**config.mk**
```make
export PLATFORM = sky130hd
export DESIGN_NAME = regfile_wb_scheduler
export DESIGN_NICKNAME = d
export VERILOG_FILES = /design/src/rtl/rf_pkg.sv /design/src/rtl/regfile_wb_scheduler_rr_arbiter.sv /design/src/rtl/regfile_wb_scheduler.sv
export SDC_FILE = /design/constraint.sdc
export NUM_CORES = 1
export LEC_CHECK = 0
export ABC_CLOCK_PERIOD_IN_PS = 4900
export CORE_ASPECT_RATIO = 1.2
export CORE_MARGIN = 2
export CORE_UTILIZATION = 35
export CTS_CLUSTER_SIZE = 12
export DETAILED_ROUTE_END_ITERATION = 12
export PLACE_DENSITY = 0.68
export SYNTH_ARGS = -nofsm -noshare
export SYNTH_HDL_FRONTEND = slang
export SYNTH_SLANG_ARGS = --single-unit
```
**constraint.sdc**
```tcl
create_clock -name clk -period 4.9 [get_ports clk]
set_clock_uncertainty 0.1 [all_clocks]
set_input_delay 0.98 -clock clk [delete_from_list [all_inputs] [get_ports clk]]
set_output_delay 0.98 -clock clk [all_outputs]
set_load 0.01 [all_outputs]
```
**src/rtl/rf_pkg.sv**
```systemverilog
// Shared register-file parameters for the writeback scheduler.
// Address/data widths and the hard-wired zero register index.
package rf_pkg;

    localparam int AW = 5;
    localparam int DW = 32;
    localparam int NREGS = 1 << AW;
    localparam logic [AW-1:0] X0 = '0;

endpackage

```
**src/rtl/regfile_wb_scheduler_rr_arbiter.sv**
```systemverilog
// Round-robin arbiter with a registered last-grant pointer.
// Grant is one-hot; the pointer moves only when a beat is granted.
module rr_arbiter #(
    parameter int NREQ = 2
) (
    input  logic            clk,
    input  logic            reset_n,
    input  logic [NREQ-1:0] req_valid,
    output logic [NREQ-1:0] grant
);

    localparam int LW = (NREQ > 1) ? $clog2(NREQ) : 1;

    logic [LW-1:0] last;
    logic [LW-1:0] gnt_idx;
    logic [LW-1:0] idx;
    logic          found;

    // Search starts one past the last winner so every requester gets a turn.
    always_comb begin
        grant   = '0;
        gnt_idx = last;
        idx     = '0;
        found   = 1'b0;
        for (int k = 1; k <= NREQ; k++) begin
            idx = LW'((int'(last) + k) % NREQ);
            if (!found && req_valid[idx]) begin
                grant[idx] = 1'b1;
                gnt_idx    = idx;
                found      = 1'b1;
            end
        end
        if (!reset_n) begin
            grant = '0;
        end
    end

    always_ff @(posedge clk or negedge reset_n) begin
        if (!reset_n) begin
            last <= LW'(NREQ - 1);
        end else if (found) begin
            last <= gnt_idx;
        end
    end

endmodule

```
**src/rtl/regfile_wb_scheduler.sv**
```systemverilog
// Writeback scheduler: arbitrates requesters onto the single register
// file write port and keeps a busy scoreboard for RAW/WAW stalls.
module regfile_wb_scheduler
    import rf_pkg::*;
#(
    parameter int NREQ = 2,
    parameter int DW   = rf_pkg::DW,
    parameter int AW   = rf_pkg::AW
) (
    input  logic               clk,
    input  logic               reset_n,
    input  logic               iss_valid,
    input  logic [AW-1:0]      iss_rd,
    output logic               iss_ready,
    input  logic [AW-1:0]      rs1,
    input  logic [AW-1:0]      rs2,
    output logic               rs1_busy,
    output logic               rs2_busy,
    input  logic [NREQ-1:0]    req_valid,
    input  logic [NREQ*AW-1:0] req_rd,
    input  logic [NREQ*DW-1:0] req_data,
    output logic [NREQ-1:0]    req_ready,
    output logic               reg_write,
    output logic [AW-1:0]      dest_reg,
    output logic [DW-1:0]      write_data
);

    localparam int NR = 1 << AW;
    localparam logic [AW-1:0] ZR = AW'(X0);

    logic [NR-1:0]   busy;
    logic [NR-1:0]   busy_nxt;
    logic [NREQ-1:0] grant;
    logic            xfer;
    logic            iss_fire;
    logic [AW-1:0]   sel_rd;
    logic [DW-1:0]   sel_data;

    rr_arbiter #(
        .NREQ (NREQ)
    ) u_arb (
        .clk       (clk),
        .reset_n   (reset_n),
        .req_valid (req_valid),
        .grant     (grant)
    );

    assign req_ready = grant;
    assign xfer      = |grant;

    always_comb begin
        sel_rd   = '0;
        sel_data = '0;
        for (int i = 0; i < NREQ; i++) begin
            if (grant[i]) begin
                sel_rd   = req_rd[i*AW +: AW];
                sel_data = req_data[i*DW +: DW];
            end
        end
    end

    assign iss_ready = (iss_rd == ZR) || !busy[iss_rd];
    assign iss_fire  = iss_valid && iss_ready && (iss_rd != ZR);
    assign rs1_busy  = (rs1 != ZR) && busy[rs1];
    assign rs2_busy  = (rs2 != ZR) && busy[rs2];

    // A register in its write cycle is still busy, so a same-register
    // issue is refused and can never collide with the clear.
    always_comb begin
        busy_nxt = busy;
        if (reg_write) begin
            busy_nxt[dest_reg] = 1'b0;
        end
        if (iss_fire) begin
            busy_nxt[iss_rd] = 1'b1;
        end
    end

    always_ff @(posedge clk or negedge reset_n) begin
        if (!reset_n) begin
            busy <= '0;
        end else begin
            busy <= busy_nxt;
        end
    end

    always_ff @(posedge clk or negedge reset_n) begin
        if (!reset_n) begin
            reg_write  <= 1'b0;
            dest_reg   <= '0;
            write_data <= '0;
        end else begin
            reg_write <= xfer && (sel_rd != ZR);
            if (xfer) begin
                dest_reg   <= sel_rd;
                write_data <= sel_data;
            end
        end
    end

`ifndef SYNTHESIS
    always_ff @(posedge clk) begin
        if (reset_n && reg_write) begin
            assert (busy[dest_reg])
            else $warning("writeback to idle register %0d", dest_reg);
        end
    end
`endif

endmodule

```
==> reports/summary.txt <==
outcome -> finished, final reports clean
min-delay worst type -> reg -> reg
maximum clock rate -> 223 MHz
maxcap violations -> 0
core footprint -> 11,100 um2
# rows -> 42
commonest cells in the synthesized netlist -> dfrtp_1 (70), o21ai_0 (63), mux2i_1 (39), nand2_1 (25), inv_1 (23)
gr usage total -> 0.208
endpoints failing setup -> 0
most frequent CP cell -> clkdlybuf4s50_1
clock root buffer -> clkbuf_16
grt total ovfl -> 0
Power Total -> 2.30 mW
layout cell share with drive strength beyond 1 -> 0.108
vias per inst -> 5.55
CP required -> 3820 ps
Ant. Diodes -> 0
DRC viols -> 0
Seq cells post-synth -> 71
Final GP Congestion -> 0.856
vias in the first global route -> 3,708
CP Max Fanout -> 20
CP Cell Sequence -> clkdlybuf4s50_1, buf_12, mux2_2, a311oi_4, mux2i_1, o31ai_2, clkdlybuf4s50_1
Rel. slew slack -> 0.247
Pleak -> 2.31 nW
Syn Std Cell Area -> 4010 um2
Port Buffer Count -> 136
post-cts sizing count -> 0
Die X -> 102 um
WP data arrival -> 3410 ps
io pins -> 137
Clock Pin Slew Worst Setup and Hold Paths -> 60 ps
asr flop ratio synth -> 1.00
Critical Path Slowest Stage Cell -> clkdlybuf4s50_1
initial antenna violation count -> 0
die area -> 12,300 um2
EDFF count, synth -> 0
slew at the pin closest to its max-slew limit -> 1130 ps
area grow syn2layout -> 45.2%
cell taking the most area after synthesis -> dfrtp_1
Final TNS setup -> 0 ps
CTS tree -> built
CP max stage delay -> 580 ps
synthesized area per cell -> 10.7 um2
Final Cycle Share -> 0.916
Initial DRT Pass Iterations -> 8
clk sinks -> 71
pwr dens -> 395 nW/um2
maximum VDD drop -> 0.205 mV
count leader, synth -> dfrtp_1
share of the synthesized area in the top cell type -> 0.436
initial core utilization -> 0.362
# hold bufs at CTS -> 0
Ys Warns -> 0
Syn Inst Count -> 375
Period minus WS final -> 4490 ps
first-pass GRT wire length -> 19,500 um
Setup WS post-layout -> 410 ps
Fin. Hold Viols -> 0
Setup crit end kind -> output port
post-DP HPWL -> 9370 um
Skew-Pair Late Insertion Delay -> 340 ps
RSZ-0062 raised after global routing -> false
WS Path Type -> in -> out
Bufs on Longest Clock Path -> 2
syn nets -> 469
post-synthesis sequential area ratio -> 0.443
Netlist cell types -> 43
drt wl/cell -> 18.8 um
Setup WS pre-CTS -> 400 ps
Final Max Tran Viols -> 0
post-CTS setup repair buffer count -> 0
DRT iter0 DRCs -> 272
fin nets -> 597
CP Launch Type -> input pin
Synth area leaders -> dfrtp_1 (44%), mux2i_1 (9.7%), o21ai_0 (7.9%), mux4_2 (7.9%), a222oi_1 (5.5%)
routed vias -> 3,675
largest net degree at the start of global routing -> 63
worst reg2reg setup slack -> 3220 ps
DRT antenna net count -> 0
total wire length -> 12,500 um
prevailing post-synth register cell -> dfrtp_1
Hold WS -> 374 ps
Max H-tree Level -> 3
Die Y -> 121 um
TritonCTS buffer count -> 9
area by class of cell:
class | count | area [um2]
inverter | 23 | 86.3
clock buffer | 14 | 274
fill | 1011 | 5260
timing repair buffer | 144 | 1430
sequential | 71 | 1780
multi-input combinational | 254 | 2030
tap | 154 | 193
clock inverter | 2 | 37.5
critical path, delay by kind of cell:
kind / cells / cell delay, ps
compound gates: 2 / 610
buf+inv: 3 / 1290
mux: 2 / 520
power by group:
group | switching, mW | total (mW) | internal (mW)
registers | 0.181 | 0.923 | 0.743
logic | 0.301 | 0.706 | 0.405
clock network | 0.236 | 0.672 | 0.436
total | 0.718 | 2.30 | 1.58
stage by stage:
step	area, um2	cells	utilization
floorplan	4010	375	-
CTS	5830	662	0.526
global route	5830	662	0.526
finish	5830	662	0.526
detailed placement	5520	646	0.497
global placement	5520	646	0.497
logic make-up (layout without fill, tap and decap cells):
kind of cell,Yosys count,count (layout),share of synthesized area
buffers and inverters,50,183,0.0567
DFF,71,71,0.443
and+or+nand+nor,75,75,0.0976
muxes,58,58,0.191
AOI/OAI and AO/OA,121,121,0.212
worst paths after layout:
path                                              to  cells past startpoint                 startpoint
setup reg to reg                   busy[6]$_DFF_PN0_                      4          busy[2]$_DFF_PN0_
hold / removal             write_data[7]$_DFFE_PN0P_                      2  write_data[7]$_DFFE_PN0P_
min in group asynchronous  write_data[7]$_DFFE_PN0P_                      1                    reset_n
setup / recovery                           iss_ready                      7                  iss_rd[0]
max in group asynchronous    dest_reg[4]$_DFFE_PN0P_                      2                    reset_n
hold reg to reg            write_data[7]$_DFFE_PN0P_                      2  write_data[7]$_DFFE_PN0P_
layout by cell type (no fill, tap or decap), drive strengths merged, types with 5 or more instances in the layout:
cell type      count
o21ai             64
inv               23
clkbuf            14
buf                9
o31ai             14
nand3              7
nand2             25
mux2i             39
a21oi              8
nand2b             7
dfrtp             70
clkdlybuf4s50    135
mux4              14
nor2              13
mux2               5
a222oi            22
nand3b             9
metal layers:
layer | vias up | track usage | share of wire
li1 | 1685 | - | -
met3 | 29 | 0.0611 | 0.095
met5 | - | 0 | 0
met4 | 0 | 0.0980 | 0.030
met1 | 1762 | 0.249 | 0.39
met2 | 199 | 0.338 | 0.49
Power figures use the tool's default switching activity.
